[src/rtl/sram_axi_bridge.sv]
// Bridges the cache wrapper's inst/data sram-like ports onto one single-beat AXI3 master.
// Optional SRAM2AXI_WRESP_WAIT_EN: write data_ok waits for the B response instead of AW/W completion.
module sram_axi_bridge #(
  parameter logic [3:0] INST_ID = 4'd0,
  parameter logic [3:0] DATA_ID = 4'd1
) (
  input  logic        clk,
  input  logic        rst,
  input  logic        inst_req,
  input  logic        inst_wr,
  input  logic [1:0]  inst_size,
  input  logic [31:0] inst_addr,
  input  logic [31:0] inst_wdata,
  output logic [31:0] inst_rdata,
  output logic        inst_addr_ok,
  output logic        inst_data_ok,
  input  logic        data_req,
  input  logic        data_wr,
  input  logic [1:0]  data_size,
  input  logic [31:0] data_addr,
  input  logic [31:0] data_wdata,
  output logic [31:0] data_rdata,
  output logic        data_addr_ok,
  output logic        data_data_ok,
  output logic [3:0]  arid,
  output logic [31:0] araddr,
  output logic [3:0]  arlen,
  output logic [2:0]  arsize,
  output logic [1:0]  arburst,
  output logic [1:0]  arlock,
  output logic [3:0]  arcache,
  output logic [2:0]  arprot,
  output logic        arvalid,
  input  logic        arready,
  input  logic [3:0]  rid,
  input  logic [31:0] rdata,
  input  logic [1:0]  rresp,
  input  logic        rlast,
  input  logic        rvalid,
  output logic        rready,
  output logic [3:0]  awid,
  output logic [31:0] awaddr,
  output logic [3:0]  awlen,
  output logic [2:0]  awsize,
  output logic [1:0]  awburst,
  output logic [1:0]  awlock,
  output logic [3:0]  awcache,
  output logic [2:0]  awprot,
  output logic        awvalid,
  input  logic        awready,
  output logic [3:0]  wid,
  output logic [31:0] wdata,
  output logic [3:0]  wstrb,
  output logic        wlast,
  output logic        wvalid,
  input  logic        wready,
  input  logic [3:0]  bid,
  input  logic [1:0]  bresp,
  input  logic        bvalid,
  output logic        bready
);

  localparam logic [2:0] S_IDLE   = 3'd0;
  localparam logic [2:0] S_RD_AR  = 3'd1;
  localparam logic [2:0] S_RD_R   = 3'd2;
  localparam logic [2:0] S_WR_AWW = 3'd3;
  localparam logic [2:0] S_WR_B   = 3'd4;

  logic [2:0]  state_reg, state_next;
  logic        owner_data_reg;
  logic        wr_reg;
  logic [1:0]  size_reg;
  logic [31:0] addr_reg;
  logic [31:0] wdata_reg;
  logic        aw_done_reg;
  logic        w_done_reg;

  logic grant_data, grant_inst;
  logic aw_hs, w_hs, aw_fin, w_fin, r_hs, b_hs, wr_ok;

  // Grants are suppressed while reset is held so no request is acknowledged and then lost.
  assign grant_data = (state_reg == S_IDLE) && data_req && !rst;
  assign grant_inst = (state_reg == S_IDLE) && !data_req && inst_req && !rst;

  assign aw_hs  = awvalid && awready;
  assign w_hs   = wvalid && wready;
  assign aw_fin = aw_done_reg || aw_hs;
  assign w_fin  = w_done_reg || w_hs;
  assign r_hs   = (state_reg == S_RD_R) && rvalid && !rst;
  assign b_hs   = (state_reg == S_WR_B) && bvalid;

`ifdef SRAM2AXI_WRESP_WAIT_EN
  assign wr_ok = b_hs && !rst;
`else
  assign wr_ok = (state_reg == S_WR_AWW) && aw_fin && w_fin && !rst;
`endif

  always_comb begin
    state_next = state_reg;
    case (state_reg)
      S_IDLE: begin
        if (grant_data)
          state_next = data_wr ? S_WR_AWW : S_RD_AR;
        else if (grant_inst)
          state_next = S_RD_AR;
      end
      S_RD_AR:  if (arready) state_next = S_RD_R;
      S_RD_R:   if (rvalid) state_next = S_IDLE;
      S_WR_AWW: if (aw_fin && w_fin) state_next = S_WR_B;
      S_WR_B:   if (bvalid) state_next = S_IDLE;
      default:  state_next = S_IDLE;
    endcase
  end

  always_ff @(posedge clk) begin
    if (rst) begin
      state_reg      <= S_IDLE;
      owner_data_reg <= 1'b0;
      wr_reg         <= 1'b0;
      size_reg       <= 2'd0;
      addr_reg       <= 32'd0;
      wdata_reg      <= 32'd0;
      aw_done_reg    <= 1'b0;
      w_done_reg     <= 1'b0;
    end else begin
      state_reg <= state_next;
      if (grant_data) begin
        owner_data_reg <= 1'b1;
        wr_reg         <= data_wr;
        size_reg       <= data_size;
        addr_reg       <= data_addr;
        wdata_reg      <= data_wdata;
        aw_done_reg    <= 1'b0;
        w_done_reg     <= 1'b0;
      end else if (grant_inst) begin
        // The instruction port is read-only; its wr flag is ignored.
        owner_data_reg <= 1'b0;
        wr_reg         <= 1'b0;
        size_reg       <= inst_size;
        addr_reg       <= inst_addr;
        wdata_reg      <= 32'd0;
        aw_done_reg    <= 1'b0;
        w_done_reg     <= 1'b0;
      end else if (state_reg == S_WR_AWW) begin
        if (aw_hs) aw_done_reg <= 1'b1;
        if (w_hs)  w_done_reg  <= 1'b1;
      end
    end
  end

  assign inst_addr_ok = grant_inst;
  assign data_addr_ok = grant_data;
  assign inst_data_ok = r_hs && !owner_data_reg;
  assign data_data_ok = (r_hs && owner_data_reg) || wr_ok;
  assign inst_rdata   = (r_hs && !owner_data_reg) ? rdata : 32'd0;
  assign data_rdata   = (r_hs && owner_data_reg) ? rdata : 32'd0;

  assign arid    = owner_data_reg ? DATA_ID : INST_ID;
  assign araddr  = addr_reg;
  assign arlen   = 4'd0;
  assign arsize  = {1'b0, size_reg};
  assign arburst = 2'b01;
  assign arlock  = 2'd0;
  assign arcache = 4'd0;
  assign arprot  = 3'd0;
  assign arvalid = (state_reg == S_RD_AR);
  assign rready  = (state_reg == S_RD_R);

  assign awid    = DATA_ID;
  assign awaddr  = addr_reg;
  assign awlen   = 4'd0;
  assign awsize  = {1'b0, size_reg};
  assign awburst = 2'b01;
  assign awlock  = 2'd0;
  assign awcache = 4'd0;
  assign awprot  = 3'd0;
  assign awvalid = (state_reg == S_WR_AWW) && !aw_done_reg;

  assign wid    = DATA_ID;
  assign wdata  = wdata_reg;
  assign wlast  = 1'b1;
  assign wvalid = (state_reg == S_WR_AWW) && !w_done_reg;
  assign bready = (state_reg == S_WR_B);

  // Write data stays unshifted; lane selection is carried entirely by the strobe.
  always_comb begin
    wstrb = 4'b1111;
    case (size_reg)
      2'd0:    wstrb = 4'b0001 << addr_reg[1:0];
      2'd1:    wstrb = addr_reg[1] ? 4'b1100 : 4'b0011;
      default: wstrb = 4'b1111;
    endcase
  end

  logic unused_inputs;
  assign unused_inputs = ^{inst_wr, inst_wdata, rid, rresp, rlast, bid, bresp, wr_reg};

endmodule

[config.mk]
export PLATFORM = sky130hd
export DESIGN_NAME = sram_axi_bridge
export DESIGN_NICKNAME = d
export VERILOG_FILES = /design/src/rtl/sram_axi_bridge.sv
export SDC_FILE = /design/constraint.sdc
export NUM_CORES = 1
export LEC_CHECK = 0
export ABC_AREA = 1
export BUFFER_PORTS_ARGS = -buffer_cell sky130_fd_sc_hd__buf_2
export CORE_AREA = 2 2 158 160
export CTS_CLUSTER_SIZE = 14
export DETAILED_ROUTE_END_ITERATION = 10
export DIE_AREA = 0 0 160 162
export GPL_TIMING_DRIVEN = 0
export HOLD_SLACK_MARGIN = 0.03
export SLEW_MARGIN = 30
export SYNTH_ARGS = -nofsm -noshare
export SYNTH_HDL_FRONTEND = slang
export SYNTH_SLANG_ARGS = --single-unit
[constraint.sdc]
create_clock -name clk -period 1.7 [get_ports clk]
set_input_delay 0.17 -clock clk [delete_from_list [all_inputs] [get_ports clk]]
set_output_delay 0.17 -clock clk [all_outputs]
set_load 0.1 [all_outputs]
After elaboration in Yosys (flattened, before gate mapping)
Index checks and enable logic that the tools add are counted.
Widths: inputs -> output; s select.
{ "op_classes": {"eq_ne": 10, "shifts": 1, "n_mux": 21, "reduce_logical": 32} }
{ "ops": {"columns": ["op", "n"], "rows": [
  ["$mux 32", 6],
  ["$mux 3", 6],
  ["$logic_and 1x1->1", 17],
  ["$pmux 3 s5", 1],
  ["$pmux 4 s2", 1],
  ["$eq 3x2->1 const B", 2],
  ["$mux 2", 3],
  ["$logic_not 1->1", 5],
  ["$reduce_and 5->1", 1],
  ["$mux 4", 1],
  ["$ne 2x1->1 const B", 2],
  ["$ne 2x2->1 const B", 2],
  ["$reduce_and 2->1", 2],
  ["$shl 1x2->4 const A", 1],
  ["$eq 3x1->1 const B", 1],
  ["$eq 3x3->1 const B", 1],
  ["$logic_not 3->1", 1],
  ["$logic_or 1x1->1", 3],
  ["$mux 1", 3],
  ["$ne 3x3->1 const B", 1],
  ["$reduce_or 3->1", 1],
  ["$eq 2x1->1 const B", 1],
  ["$logic_not 2->1", 1],
  ["$reduce_bool 2->1", 1]
]} }
{ "word_totals": {"register_bits": 72, "input_bits": 188} }

Longest topological paths before layout
Gate-level depths: netlist (run 1).
{ "logic_depth": {"ltp_word": 8, "ltp_mapped": 9, "mapped_depth_nobuf": 9} }

Worst setup path before layout (run 1)
No wires, ideal clock.
{ "synth_timing": {"kind": "flip-flop to output port", "startpoint": "reg state_reg[1]", "endpoint": "out data_rdata[22]", "t_arrival_ns": 3.638, "required_ns": 1.530, "path_slack_ns": -2.108, "path_stages_with_launch": 6, "path_buffers": 1, "path_cell_list": "dfxtp_1 inv_1 nor3_2 nand4_2 buf_2 nor2_1"} }
{ "synth_via": {"elab_chain_cells": 5} }
{ "synth_rtl": {"columns": ["element", "line", "source"], "rows": [
  ["from (decl)", "69", "logic [2:0] state_reg, state_next;"],
  ["from (signal assigned)", "126", "state_reg <= state_next;"],
  ["$eq 3x2->1", null, null],
  ["net rready", "40", "output logic rready,"],
  ["$logic_and 1x1->1 (2 in a row)", "89", "assign r_hs = (state_reg == S_RD_R) && rvalid && !rst;"],
  ["$logic_and 1x1->1", "156", "assign data_rdata = (r_hs && owner_data_reg) ? rdata : 32'd0;"],
  ["$mux 32", "156", null],
  ["to (decl)", "22", "output logic [31:0] data_rdata,"]
]} }
The timed path passes the listed nets, and every way through them passes these cells.

Worst setup path in the final report (run 1)
{ "layout_timing": {"startpoint": "reg state_reg[1]", "endpoint": "out inst_rdata[0]"} }
{ "layout_via": {"elab_chain_cells": 5} }
{ "layout_rtl": {"columns": ["element", "line", "source"], "rows": [
  ["$eq 3x2->1", "89", null],
  ["$logic_and 1x1->1 (2 in a row)", "89", null],
  ["$logic_and 1x1->1", "155", "assign inst_rdata = (r_hs && !owner_data_reg) ? rdata : 32'd0;"],
  ["$mux 32", "155", null],
  ["to (decl)", "14", "output logic [31:0] inst_rdata,"]
]} }
No other way between the ends.

==> results by group, run 1 <==
Cells and area
  • Share of cells above drive strength 1: 0.548
  • N_diodes: 0
  • Final nets: 1193
  • Area growth from synthesis to layout: 122%
  • Finished Core Util: 0.365

Worst hold path
  • Worst hold path type: input port to flop
  • Min-delay src: data_wdata[24]
  • WHS Path Cells: 3
  • Hold path endpoint: wdata[24]

Timing
  • Worst Max-Slew Pin Slew: 0.578 ns
  • Setup ws final: -0.291 ns
  • Final setup violation count: 71
  • Final period utilization: 1.17
  • Setup Skew: 0.00921 ns
  • Slew Limit Fails: 0
  • RSZ-0062 raised after global routing: yes
  • Fmax: between 500 and 600 MHz
  • Slew margin rel.: 0.617
  • Count of final hold-check violations: 0
  • Setup TNS: -15.48 ns
  • Period minus WS final: around 2.0 ns

Global routing
  • Vias in the first global route: 5094
  • First-pass GRT wire length: 29.0 mm
  • Total Routing Usage GR: 0.146
  • Largest net degree at the start of global routing: 13
  • Initial antenna violation count: 0
  • Grt ovf: 0

Synth
  • Top_reg_cell synth: dfxtp_1
  • Distinct cell type count after synthesis: 23
  • Post-synth ARST share: 0
  • Number of synthesized flops with an enable pin: 0
  • Flops & latches, synth: 72
  • Cells after Synth: 587
  • Post-synthesis sequential area ratio: 0.363
  • Synth warnings: 0
  • Synthesized cell area: a little under 0.004 mm²
  • Syn_area_per_cell: 6.76 µm²

Critical path
  • Worst Setup SP: state_reg[1]
  • Crit-path leading delay family: buffers and inverters
  • Critical Path Source Type: flop
  • Worst path depth: 8
  • Critical path's slowest cell: dfxtp_4
  • Slowest stage delay, CP: 0.39 ns
  • Worst-path fanout max: 7
  • FF-to-FF Start: state_reg[1]
  • Worst flop-to-flop path endpoint: araddr[27]
  • CP Data Arrival Time: 1.82 ns
  • WP buf/inv: 5
  • R2R depth: 8
  • Endpoint class of the critical path: primary output
  • Critical path class: flop to primary output
  • R2r setup slk: -0.01 ns
  • Critical-path cell list: inv_4 > nor3_4 > buf_6 > nand4_4 > buf_12 > buf_4 > nor2_4 > buf_12
  • Crit path required time: 1.53 ns
  • Most frequent CP cell: buf_12

Detailed routing
  • Via Count: 5196
  • Vias per Instance: 3.90
  • DRT iter0 DRCs: ~210
  • Drt total wl: 20.1 mm
  • # DRC: 0
  • Antenna-violating nets left: 0
  • Per-cell routed wire length: roughly 15 µm
  • DRT Pass-1 Iters: 4

Pwr
  • P_int: 5.18 mW
  • Seq pwr share: 0.186
  • Switching power share of the total: 0.586
  • Leakage: around 4.4 nW
  • Psw: 7.34 mW
  • Clock power share: 0.175
  • Logic pwr share: 0.639
  • PwrDens: 1420 mW/mm²
  • VDD IR max: 917 µV

Die
  • Initial core utilization: 0.165
  • Die area: 0.0259 mm²
  • Die Height: approximately 160 µm
  • Die width: ~160 µm
  • Rows: 57
  • Area of the core: 0.0241 mm²
  • I/O Pins: between 400 and 500

Clock network
  • Number of CTS-inserted buffers: 9
  • Worst skew pair latency: 0.34 ns
  • Sink Count: 72
  • CTS tree: done
  • Clock Pin Slew Worst Setup and Hold Paths: roughly 0.07 ns
  • CTS root buf: clkbuf_16
  • H-Tree Depth: 3
  • Clk buf depth: 2

Placed design
  • DP HPWL: about 15 mm
  • Dpl ws: -0.837 ns
  • Routability congestion estimate: 0.766
  • # port buffers: approximately 320

Status
  • Status: finished with violations
  • Failing checks: setup timing

Run
  • Max Cap Viol: 0
[how the worst max path moves through the flow]
stage	slack, ns	to
after global placement	-0.79	data_data_ok
after global routing	-0.35	inst_rdata[0]
after floorplan	-0.93	data_rdata[10]
final	-0.29	inst_rdata[0]
after CTS	-0.28	inst_rdata[13]
after detailed placement	-0.84	data_data_ok
[what timing repair did]
item	in CTS	in global routing
setup buffers	13	3
gates resized for setup	310	9
gates cloned	2	2
hold buffers	26	0
setup endpoints to repair	142	131
hold endpoints to repair	26	0
pin swaps	11	4
[worst min-delay path, stage by stage]
cell and delay (ns):
buf_2 0.08, nand2_1 0.05, nand2_1 0.05
[cells in the mapped netlist (2+ instances only)]
cell        n  area, µm²
a21oi_1     5       25.0
a31oi_1    32        200
buf_1       2       7.51
buf_2      21        105
buf_4      82        616
clkbuf_1    8       30.0
conb_1      2       7.51
dfxtp_1    72       1440
inv_1      50        188
inv_2       3       11.3
nand2_1   146        548
nand3_1    26        130
nand4_1     4       25.0
nand4_2     3       37.5
nor2_1     73        274
nor3_1      2       10.0
o21ai_0    43        215
o21ai_1     8       40.0
[cells by family after synthesis]
group | synth area share
and+or+nand+nor | 0.271
buffers and inverters | 0.241
other | 0.00189
AOI/OAI and AO/OA | 0.123
DFF | 0.363
[metrics by stage]
stage	hold WS [ns]	std cells	power, mW	cell area, µm²
final	0.0510	1334	12.5	8800
after CTS	0.0303	1329	12.5	8700
after global routing	0.0449	1334	13.0	8800
after detailed placement	0.367	1272	9.79	6800
after global placement	0.366	1272	9.75	6800
after floorplan	0.232	629	8.56	4790
[metal layers]
layer,track usage,wire length [µm],part of all wire
met5,0,0,0
met4,0.0512,484,0.024
met3,0.0424,1710,0.085
met2,0.263,10200,0.51
met1,0.166,7750,0.38
[cell type report]
type | count | area, µm²
buffer | 113 | 925
clock buffer | 12 | 268
clock inverter | 4 | 73.8
fill | 2416 | 15300
inverter | 53 | 208
multi-input combinational | 391 | 2310
sequential | 72 | 1460
tap | 324 | 405
timing repair buffer | 365 | 3160
[layout by cell type (no fill, tap or decap), types with 4 or more instances in the layout]
cell           instances
o21ai_4                4
a31oi_1               32
clkbuf_16             12
buf_2                253
nand2_1              145
inv_1                 48
buf_16                 5
buf_12                73
dfxtp_1               64
o21ai_1               10
o21ai_0               37
nand4_1                4
buf_6                  9
dfxtp_2                6
dlygate4sd3_1         26
nor2_1                 7
conb_1                44
buf_4                 96
nor2_4                67
clkbuf_4               6
a21oi_1                5
nand3_1               26
clkbuf_1               6
[power groups by stage]
stage | Combinational [mW] | Sequential (mW) | Clock [mW]
after floorplan | 4.15 | 4.41 | 0
after global placement | 7.39 | 2.36 | 0
after detailed placement | 7.42 | 2.37 | 0
after CTS | 7.96 | 2.33 | 2.25
after global routing | 8.30 | 2.37 | 2.33
final | 8.00 | 2.33 | 2.19
(Power assumes the default switching activity.)
==> run 2, diff against run 1 <==
--- a/config.mk
+++ b/config.mk
@@ -12,7 +12,7 @@
 export DETAILED_ROUTE_END_ITERATION = 10
 export DIE_AREA = 0 0 160 162
 export GPL_TIMING_DRIVEN = 0
-export HOLD_SLACK_MARGIN = 0.03
+export HOLD_SLACK_MARGIN = 0.08
 export SLEW_MARGIN = 30
 export SYNTH_ARGS = -nofsm -noshare
 export SYNTH_HDL_FRONTEND = slang
==> results by group, run 2 (same netlist as run 1, synthesis figures left out) <==
Detailed routing
  • DRT Pass-1 Iters: 5 (was 4)
  • Via Count: 5254 (was 5196)
  • Vias per Instance: 3.90 (about the same)
  • Per-cell routed wire length: 14.9 µm (was 15.1 µm)
  • # DRC: 0 (unchanged)
  • Drt total wl: 20.0 mm (was 20.1 mm)
  • Antenna-violating nets left: 0 (unchanged)
  • DRT iter0 DRCs: 234 (was 213)

Cells and area
  • Finished Core Util: 0.369 (was 0.365)
  • Most frequent cells in the layout: buf_2, nand2_1, buf_4 (unchanged)
  • Most common cell after layout, fill and taps aside: buf_2 (unchanged)
  • Non-filler cells, final: 1347 (was 1334)
  • Final nets: 1206 (was 1193)
  • N_diodes: 0 (unchanged)
  • Area growth from synthesis to layout: 124% (was 122%)
  • Share of cells above drive strength 1: 0.538 (was 0.548)
  • Post-route cell area: 0.00890 mm² (was 0.00880 mm²)

Pwr
  • Leakage: 4.46 nW (was 4.42 nW)
  • VDD IR max: 921 µV (was 917 µV)
  • PwrDens: 1410 mW/mm² (was 1420 mW/mm²)

Clock network
  • Worst skew pair latency: 0.34 ns (about the same)
  • Number of CTS-inserted buffers: 9 (unchanged)
  • Sink Count: 72 (unchanged)
  • Clock Pin Slew Worst Setup and Hold Paths: 0.07 ns (about the same)
  • Clk buf depth: 2 (unchanged)
  • CTS root buf: clkbuf_16 (unchanged)
  • H-Tree Depth: 3 (unchanged)
  • CTS tree: done (unchanged)

Timing
  • Worst Max-Slew Pin Slew: 0.577 ns (was 0.578 ns)
  • Setup TNS: -15.13 ns (was -15.48 ns)
  • Final period utilization: 1.17 (about the same)
  • Setup ws final: -0.287 ns (was -0.291 ns)
  • Slew margin rel.: 0.618 (was 0.617)
  • Count of final hold-check violations: 0 (unchanged)
  • Fmax: 503 MHz (was 502 MHz)
  • RSZ-0062 raised after global routing: yes (unchanged)
  • Slew Limit Fails: 0 (unchanged)
  • Final setup violation count: 71 (unchanged)
  • Period minus WS final: 1.99 ns (about the same)
  • Setup Skew: 0.00915 ns (was 0.00921 ns)

Placed design
  • # port buffers: 319 (unchanged)
  • Routability congestion estimate: 0.766 (unchanged)
  • Placed inst area: 0.00680 mm² (unchanged)
  • Placed Cells: 1272 (unchanged)
  • DP HPWL: 14.7 mm (unchanged)

Run
  • Max Cap Viol: 0 (unchanged)

Die
  • Initial core utilization: 0.165 (unchanged)
  • Die width: 160 µm (unchanged)
  • I/O Pins: 410 (unchanged)
  • Die Height: 162 µm (unchanged)
  • Rows: 57 (unchanged)
  • Die area: 0.0259 mm² (unchanged)
  • Area of the core: 0.0241 mm² (unchanged)

Global routing
  • First-pass GRT wire length: 29.4 mm (was 29.0 mm)
  • Met2 Use GR: 0.268 (was 0.263)
  • Vias in the first global route: 5222 (was 5094)
  • Initial antenna violation count: 0 (unchanged)
  • Grt ovf: 0 (unchanged)
  • Met1 usage: 0.166 (about the same)
  • Gr busiest metal: met2 (unchanged)
  • GRT met3 Usage: 0.0419 (was 0.0424)
  • Largest net degree at the start of global routing: 13 (unchanged)
  • Total Routing Usage GR: 0.148 (was 0.146)

Critical path
  • Critical path class: flop to primary output (unchanged)
  • Crit path required time: 1.53 ns (about the same)
  • Worst flop-to-flop path endpoint: araddr[27] (unchanged)
  • CP Data Arrival Time: 1.82 ns (about the same)
  • Critical Path Source Type: flop (unchanged)
  • R2r setup slk: -0.01 ns (about the same)
  • Worst Setup SP: state_reg[1] (unchanged)
  • R2R depth: 8 (unchanged)
  • FF-to-FF Start: state_reg[1] (unchanged)
  • Endpoint class of the critical path: primary output (unchanged)
  • Worst-path fanout max: 10 (was 7)
  • Crit path capture: inst_rdata[12] (was inst_rdata[0])

Worst hold path
  • Worst hold path type: input port to flop (unchanged)

Status
  • Status: finished with violations (unchanged)
  • Failing checks: setup timing (unchanged)
==> run 2: changes by cell type in the layout (fill, tap and decap cells not counted) <==
cell           before  now
buf_16              5    4
buf_12             73   74
buf_4              96   95
dlygate4sd3_1      26   42
clkbuf_16          12   10
==> run 2: timing repair <==
action	4_1_cts	5_1_grt
buffers inserted	13	2
hold buffers	42	0
gates resized for setup	310	8
endpoints found under the hold margin	39	0
setup endpoints to repair	142	131
pin swaps	11	2
cloned	2	0
==> run 2: through the flow <==
step	power, mW	hold WS [ns]	setup WS, ns
final	12.5	0.0963	-0.287
after floorplan	8.56	0.232	-0.928
after CTS	12.6	0.0800	-0.281
after global routing	13.0	0.0938	-0.347
after detailed placement	9.79	0.367	-0.837
after global placement	9.75	0.366	-0.794
==> run 2: area by class of cell <==
class | count | area, µm²
buffer | 113 | 917
multi-input combinational | 391 | 2310
sequential | 72 | 1460
clock inverter | 4 | 73.8
inverter | 53 | 208
tap | 324 | 405
fill | 2408 | 15200
timing repair buffer | 378 | 3260
clock buffer | 12 | 268
==> run 2: worst min-delay path by stage <==
stage,startpoint,to,cells after the start
after floorplan,rst,size_reg[1],1
after global placement,data_wdata[2],wdata[2],3
after detailed placement,data_wdata[15],wdata[15],3
after CTS,data_addr[19],araddr[19],3
after global routing,data_addr[29],araddr[29],3
final,inst_addr[30],araddr[30],3
==> run 2: per-layer routing <==
| metal | vias up | part of all wire |
|---|---|---|
| met5 | - | 0 |
| met4 | 0 | 0.019 |
| met3 | 18 | 0.086 |
| met2 | 263 | 0.51 |
| met1 | 2371 | 0.39 |
| li1 | 2602 | - |
==> run 2: power by group <==
| group | switching, mW | total [mW] | internal [mW] | leakage [nW] |
|---|---|---|---|---|
| Clock | 0.775 | 2.19 | 1.42 | 0.168 |
| Combinational | 6.28 | 8.01 | 1.73 | 3.69 |
| Sequential | 0.288 | 2.33 | 2.04 | 0.596 |
| Total | 7.35 | 12.5 | 5.18 | 4.46 |
==> run 2: worst max-delay path, cell delays in order (launching register included) <==
cell,delay (ns)
dfxtp_4,0.39
inv_4,0.04
nor3_4,0.19
buf_6,0.14
nand4_4,0.07
buf_12,0.16
buf_16,0.16
nor2_4,0.12
buf_12,0.18
